**src/rtl/decode_execute.sv**
```systemverilog
// decode_execute: RV32I decode, ALU, branch/jump resolution and machine-mode CSR file
// Ports:
//   clk, rst                 rising-edge clock, synchronous active-high reset (CSR state only)
//   inst, inst_valid, pc     instruction word, commit strobe for the next edge, its address
//   rs1_value, rs2_value     register-file read data
//   rs1, rs2, rd, funct3     raw instruction fields
//   imm                      sign-extended immediate (0 for R-type)
//   R_wen, mem_wen, mem_ren  register write, store, load enables
//   *_flag                   instruction class decodes, inv_flag marks an illegal encoding
//   ex_result, mem_wdata     execute result / store data
//   npc                      next PC
//   mepc_out, mtvec_out      current CSR contents
module decode_execute #(
    parameter logic [31:0] MSTATUS_RST = 32'h0000_1800
) (
    input  logic        clk,
    input  logic        rst,
    input  logic [31:0] inst,
    input  logic        inst_valid,
    input  logic [31:0] pc,
    input  logic [31:0] rs1_value,
    input  logic [31:0] rs2_value,
    output logic [4:0]  rs1,
    output logic [4:0]  rs2,
    output logic [4:0]  rd,
    output logic [31:0] imm,
    output logic [2:0]  funct3,
    output logic        R_wen,
    output logic        mem_wen,
    output logic        mem_ren,
    output logic        jump_flag,
    output logic        branch_flag,
    output logic        ecall_flag,
    output logic        mret_flag,
    output logic        ebreak_flag,
    output logic        inv_flag,
    output logic [31:0] ex_result,
    output logic [31:0] mem_wdata,
    output logic [31:0] npc,
    output logic [31:0] mepc_out,
    output logic [31:0] mtvec_out
);
    logic [6:0]  opcode, funct7;
    logic        is_lui, is_auipc, is_jal, is_jalr, is_br, is_ld, is_st, is_opi, is_op;
    logic        is_ecall, is_ebreak, is_mret, is_csrrw, is_csrrs, is_csr, taken;
    logic [31:0] alu_b, alu, pc4, csr_old, csr_wdata;
    logic [31:0] mstatus, mtvec, mepc, mcause;
    logic [11:0] csr_addr;

    assign opcode    = inst[6:0];
    assign funct7    = inst[31:25];
    assign funct3    = inst[14:12];
    assign rs1       = inst[19:15];
    assign rs2       = inst[24:20];
    assign rd        = inst[11:7];
    assign csr_addr  = inst[31:20];
    assign mem_wdata = rs2_value;
    assign pc4       = pc + 32'd4;

    assign is_lui    = opcode == 7'h37;
    assign is_auipc  = opcode == 7'h17;
    assign is_jal    = opcode == 7'h6F;
    assign is_jalr   = opcode == 7'h67 && funct3 == 3'b000;
    assign is_br     = opcode == 7'h63 && funct3[2:1] != 2'b01;
    assign is_ld     = opcode == 7'h03 && funct3 != 3'b011 && funct3[2:1] != 2'b11;
    assign is_st     = opcode == 7'h23 && funct3 < 3'd3;
    // shift-immediates carry funct7 in imm[11:5]; only SRAI may set bit 30
    assign is_opi    = opcode == 7'h13 && (funct3 == 3'b001 ? funct7 == 7'h00 :
                       funct3 == 3'b101 ? (funct7 == 7'h00 || funct7 == 7'h20) : 1'b1);
    assign is_op     = opcode == 7'h33 && (funct7 == 7'h00 ||
                       (funct7 == 7'h20 && (funct3 == 3'b000 || funct3 == 3'b101)));
    assign is_ecall  = inst == 32'h0000_0073;
    assign is_ebreak = inst == 32'h0010_0073;
    assign is_mret   = inst == 32'h3020_0073;
    assign is_csrrw  = opcode == 7'h73 && funct3 == 3'b001;
    assign is_csrrs  = opcode == 7'h73 && funct3 == 3'b010;
    assign is_csr    = is_csrrw | is_csrrs;

    assign R_wen       = is_lui | is_auipc | is_jal | is_jalr | is_ld | is_op | is_opi | is_csr;
    assign mem_wen     = is_st;
    assign mem_ren     = is_ld;
    assign jump_flag   = is_jal | is_jalr;
    assign branch_flag = is_br;
    assign ecall_flag  = is_ecall;
    assign mret_flag   = is_mret;
    assign ebreak_flag = is_ebreak;
    assign inv_flag    = ~(is_lui | is_auipc | is_jal | is_jalr | is_br | is_ld | is_st |
                           is_opi | is_op | is_ecall | is_ebreak | is_mret | is_csr);

    // format chosen by opcode alone; everything else (incl. SYSTEM) uses I-type
    assign imm = (is_lui | is_auipc) ? {inst[31:12], 12'b0} :
                 opcode == 7'h6F ? {{11{inst[31]}}, inst[31], inst[19:12], inst[20], inst[30:21], 1'b0} :
                 opcode == 7'h63 ? {{19{inst[31]}}, inst[31], inst[7], inst[30:25], inst[11:8], 1'b0} :
                 opcode == 7'h23 ? {{20{inst[31]}}, inst[31:25], inst[11:7]} :
                 opcode == 7'h33 ? 32'd0 : {{20{inst[31]}}, inst[31:20]};

    assign alu_b = is_op ? rs2_value : imm;

    // inst[30] selects SUB (OP only) and arithmetic right shift (OP and OP-IMM)
    always_comb begin
        case (funct3)
            3'b000:  alu = (is_op && inst[30]) ? rs1_value - alu_b : rs1_value + alu_b;
            3'b001:  alu = rs1_value << alu_b[4:0];
            3'b010:  alu = {31'd0, $signed(rs1_value) < $signed(alu_b)};
            3'b011:  alu = {31'd0, rs1_value < alu_b};
            3'b100:  alu = rs1_value ^ alu_b;
            3'b101:  alu = inst[30] ? $unsigned($signed(rs1_value) >>> alu_b[4:0]) : rs1_value >> alu_b[4:0];
            3'b110:  alu = rs1_value | alu_b;
            default: alu = rs1_value & alu_b;
        endcase
    end

    // funct3[0] inverts the base comparison: BNE/BGE/BGEU
    assign taken = (funct3[2] ? (funct3[1] ? rs1_value < rs2_value : $signed(rs1_value) < $signed(rs2_value))
                              : rs1_value == rs2_value) ^ funct3[0];

    assign csr_old = csr_addr == 12'h300 ? mstatus :
                     csr_addr == 12'h305 ? mtvec :
                     csr_addr == 12'h341 ? mepc :
                     csr_addr == 12'h342 ? mcause : 32'd0;
    assign csr_wdata = is_csrrw ? rs1_value : csr_old | rs1_value;

    assign ex_result = is_lui ? imm :
                       is_auipc ? pc + imm :
                       jump_flag ? pc4 :
                       (is_ld | is_st) ? rs1_value + imm :
                       (is_op | is_opi) ? alu :
                       is_csr ? csr_old :
                       is_br ? {31'd0, taken} : 32'd0;

    assign npc = is_mret ? mepc :
                 is_ecall ? mtvec :
                 is_jal ? pc + imm :
                 is_jalr ? (rs1_value + imm) & ~32'd1 :
                 (is_br && taken) ? pc + imm : pc4;

    assign mepc_out  = mepc;
    assign mtvec_out = mtvec;

    always_ff @(posedge clk) begin
        if (rst) begin
            mstatus <= MSTATUS_RST;
            mtvec   <= '0;
            mepc    <= '0;
            mcause  <= '0;
        end else if (inst_valid) begin
            if (is_csr && csr_addr == 12'h300) mstatus <= csr_wdata;
            if (is_csr && csr_addr == 12'h305) mtvec <= csr_wdata;
            if (is_ecall) begin
                mepc   <= pc;
                mcause <= 32'd11;
            end else begin
                if (is_csr && csr_addr == 12'h341) mepc <= csr_wdata;
                if (is_csr && csr_addr == 12'h342) mcause <= csr_wdata;
            end
        end
    end
endmodule

```
**config.mk**
```make
export PLATFORM = sky130hd
export DESIGN_NAME = decode_execute
export DESIGN_NICKNAME = d
export VERILOG_FILES = /design/src/rtl/decode_execute.sv
export SDC_FILE = /design/constraint.sdc
export NUM_CORES = 1
export LEC_CHECK = 0
export BUFFER_PORTS_ARGS = -buffer_cell sky130_fd_sc_hd__buf_2
export CELL_PAD_IN_SITES_DETAIL_PLACEMENT = 0
export CELL_PAD_IN_SITES_GLOBAL_PLACEMENT = 2
export CORE_ASPECT_RATIO = 0.8
export CORE_MARGIN = 4
export CORE_UTILIZATION = 35
export CTS_CLUSTER_SIZE = 10
export DETAILED_ROUTE_END_ITERATION = 8
export PLACE_DENSITY = 0.95
export SKIP_CTS_REPAIR_TIMING = 1
export SLEW_MARGIN = 0
export SYNTH_ARGS = -nofsm -noshare
export SYNTH_HDL_FRONTEND = slang
export SYNTH_SLANG_ARGS = --single-unit
```
**constraint.sdc**
```tcl
create_clock -name clk -period 21.5 [get_ports clk]
set_input_delay 4.3 -clock clk [delete_from_list [all_inputs] [get_ports clk]]
set_output_delay 4.3 -clock clk [all_outputs]
set_load 0.1 [all_outputs]
```
==> results.yml <==
global_route:
  grt_antenna_before_repair: 12
  grt_pass1_vias: 26100
  grt_pass1_wl_um: 188000
  track_usage_pct: 36.1
  grt_start_max_net_pins: 72
  overflow: 0
timing:
  finalSetupViolations: 0
  slew_headroom_pct: 13.6
  hold_violations: 0
  drv_slew: 0
  tns_ns: 0
  tightest_slew_ns: 1.28
  holdWs_ns: 0.491
  fmaxAchievable_ghz: 0.0616
  finalCriticalPeriod_ns: 16.25
  rsz0062_at_grt: "false"
  min_period_over_period_pct: 75.6
  timing.final.ws_setup_ns: 5.25
  fin_skew_ns: 0.0135
power:
  leakage_nw: 11.1
  combPwrFrac_pct: 53.6
  p_per_area_mw_per_mm2: 48.2
  switching_power_mw: 0.594
  intPower_mw: 0.628
  seq_power_share_pct: 19.4
  p_sw_share_pct: 48.6
  pwr-share-clk_pct: 27.0
  power_mw: 1.22
  peakVddDrop_uv: 48.9
floorplanning:
  die_area_mm2: 0.0688
  die_y_um: 235
  core_area_mm2: 0.0641
  io_pins: 350
  placementRows: 83
  die_x_um: 292
  start_util_pct: 35.3
placement:
  dp_cells: 4389
  port_buffers: 349
  hpwl_um: 105000
  routabilityCongestion: 1.06
  dpl_worst_slack_ns: 5.68
drt:
  first_iter_violations: 4725
  ant_nets: 0
  firstDrtPassIters: 9
  wl_um: 133000
  via_per_inst: 6.62
  wl_per_cell_um: 30.0
  dr_total_vias: 29300
  drc: 0
logic_synthesis:
  synth-simple-area-share_pct: 21.7
  yosys_register_bits: 128
  synth-xor-area-share_pct: 4.80
  synth_area_per_cell_um2: 6.62
  synth_compound_area_share_pct: 38.7
  synthMuxAreaShare_pct: 4.03
  synth_top_family_by_area: "compound AO/OA/AOI/OAI gates"
  yosys_warnings: 0
  async_reset_ff_share_pct: 0
  syn_nets: 3736
  synthDistinctLibCells: 100
  synth_ff_type: "dfxtp_1"
  synth_fa_ha_area_share_pct: 10.5
  synth_edf_count: 0
  synth_area_mm2: 0.0226
  syn_inst: 3419
  ys_seq_area_share_pct: 11.3
job:
  drv_cap: 0
setup_path:
  worstReg2RegEnd: "mepc_out[23]"
  cp-start-kind: "input pin"
  worstPathArrival_ns: 11.95
  cp-end-kind: "primary output"
  critPathKind: "input pin to primary output"
  rr_startpoint: "mtvec_out[23]"
  path_max_fanout: 59
  reg2reg_setup_slack_ns: 19.59
  worstRegToRegCells: 6
  worstPathRequired_ns: 17.20
layout:
  instances_no_fill: 4428
  drive_gt1_share_pct: 14.9
  final_nets: 3883
  area_growth_syn_to_layout_pct: 12.2
clocking:
  htree_levels: 4
  cts_tree: "done"
  clk_pin_slew_ns: 0.05
  cts.sinks: 128
  clk_path_buf_depth: 3
  tritoncts.num_buffers: 25
  worstSkewPairLatency_ns: 0.48
  root_buffer: "clkbuf_16"
hold_path:
  hold_path_class: "flop to flop"
  hold_start: "mcause[31]"
  min_to: "mcause[31]"
  worstHoldPathCells: 2
status:
  status: "finished clean"
## worst max-delay path by stage
stage,startpoint,end
2_1_floorplan,inst[3],ex_result[17]
3_3_place_gp,inst[5],ex_result[31]
3_5_place_dp,inst[5],ex_result[31]
4_1_cts,inst[5],ex_result[31]
5_1_grt,inst[5],ex_result[31]
6_report,inst[5],ex_result[31]
## cells in the mapped netlist (18+ instances only)
library cell  instances  area share [%]
a31oi_1              36             1.0
inv_1               161             2.7
nor4_1               23            0.64
nor3_1               47             1.0
buf_1                22            0.37
a221oi_1             23            0.89
a222oi_1             32             1.4
a22oi_1              36             1.2
a21o_1               69             2.3
o21a_1               27            0.90
nor2_1              461             7.7
o21ai_0             237             5.2
buf_2                24            0.53
mux2i_1              81             3.6
a211oi_1            139             4.6
clkbuf_1            193             3.2
nand2_1             224             3.7
nand2b_1             19            0.53
o22ai_1              35            0.97
xor2_1               47             1.8
nor2b_1              18            0.50
nand3_1             127             2.8
o21bai_1             20            0.66
and3_1               31            0.86
dfxtp_1             128              11
o31ai_1              23            0.76
or3_1                18            0.50
ha_1                184              10
or2_2                23            0.64
buf_4                55             1.8
o211ai_1             47             1.6
xnor2_1              77             3.0
a21boi_0             30             1.0
o221ai_1             22            0.85
a21oi_1             418             9.2
nand4_1              32            0.89
## routing by layer
metal | global-route usage, % | vias up | part of all wire (%)
met1 | 52.5 | 13800 | 43
met4 | 11.7 | 6 | 3.9
met5 | 0 | - | 0.023
li1 | - | 13000 | -
met2 | 50.4 | 2277 | 39
met3 | 10.5 | 304 | 14
## power groups by stage
stage | clock network, mW | registers (mW) | logic, mW
finish | 0.330 | 0.237 | 0.654
global route | 0.344 | 0.237 | 0.683
CTS | 0.333 | 0.237 | 0.628
detailed placement | 0 | 0.242 | 0.625
global placement | 0 | 0.242 | 0.631
floorplan | 0 | 0.242 | 0.438
## flip-flops by register name, indices dropped and copies added (netlist names)
register   cells
mtvec_out     32
mcause        32
mstatus       32
mepc_out      32
## cells by family after synthesis
kind of cell	after synthesis
xor gates and xnor gates	124
AOI/OAI and AO/OA	1345
DFF	128
buffers and inverters	465
adders and majority gates	189
and+or+nand+nor	1078
muxes	90
## layout by cell type, fill, tap and decap left out, types with 25 or more instances in the layout
cell / Yosys / layout
a22oi_1: 36 / 36
mux2i_1: 81 / 81
buf_4: 55 / 70
xnor2_1: 77 / 77
xor2_1: 47 / 47
nand3_1: 127 / 126
o21a_1: 27 / 27
nand2_1: 224 / 222
inv_1: 161 / 161
buf_2: 24 / 348
and3_1: 31 / 30
a21oi_1: 418 / 416
a222oi_1: 32 / 32
ha_1: 184 / 184
nor2_1: 461 / 456
a21boi_0: 30 / 30
o22ai_1: 35 / 35
nor3_1: 47 / 44
nand4_1: 32 / 32
o211ai_1: 47 / 47
a211oi_1: 139 / 139
o21ai_0: 237 / 237
dfxtp_1: 128 / 128
a31oi_1: 36 / 36
a21o_1: 69 / 69
clkbuf_16: 0 / 25
## through the flow
| stage | cell area (um2) | utilization (%) |
|---|---|---|
| 6_report | 25400 | 39.6 |
| 2_1_floorplan | 22600 | - |
| 3_5_place_dp | 24700 | 38.5 |
| 3_3_place_gp | 24700 | 38.5 |
| 5_1_grt | 25400 | 39.6 |
| 4_1_cts | 25400 | 39.6 |
## worst max-delay path, stage by stage
cell       delay [ns]
buf_2            0.08
buf_4            0.34
a21boi_0         0.43
a21boi_0         0.15
o21ai_0          0.50
inv_1            0.25
nor2_4           0.14
buf_4            0.57
inv_1            0.08
buf_4            0.34
ha_1             0.43
nand3_1          0.13
a31oi_1          0.44
o2111ai_1        0.35
a2111oi_0        0.95
o41ai_1          0.33
or4_1            0.57
a22oi_1          0.23
nor3b_1          0.21
a21oi_1          0.06
o211a_1          0.12
nor2_1           0.12
o211a_1          0.24
buf_2            0.45
## layout make-up
| class | instances | area, um2 |
|---|---|---|
| Tap cell | 850 | 1060 |
| Clock buffer | 28 | 657 |
| Fill cell | 6945 | 38700 |
| Timing Repair Buffer | 418 | 2270 |
| Sequential cell | 128 | 2560 |
| Inverter | 167 | 627 |
| Clock inverter | 3 | 17.5 |
| Antenna cell | 8 | 20.0 |
| Multi-Input combinational cell | 2826 | 18200 |
Note: power is estimated with default switching activity, not from simulation.
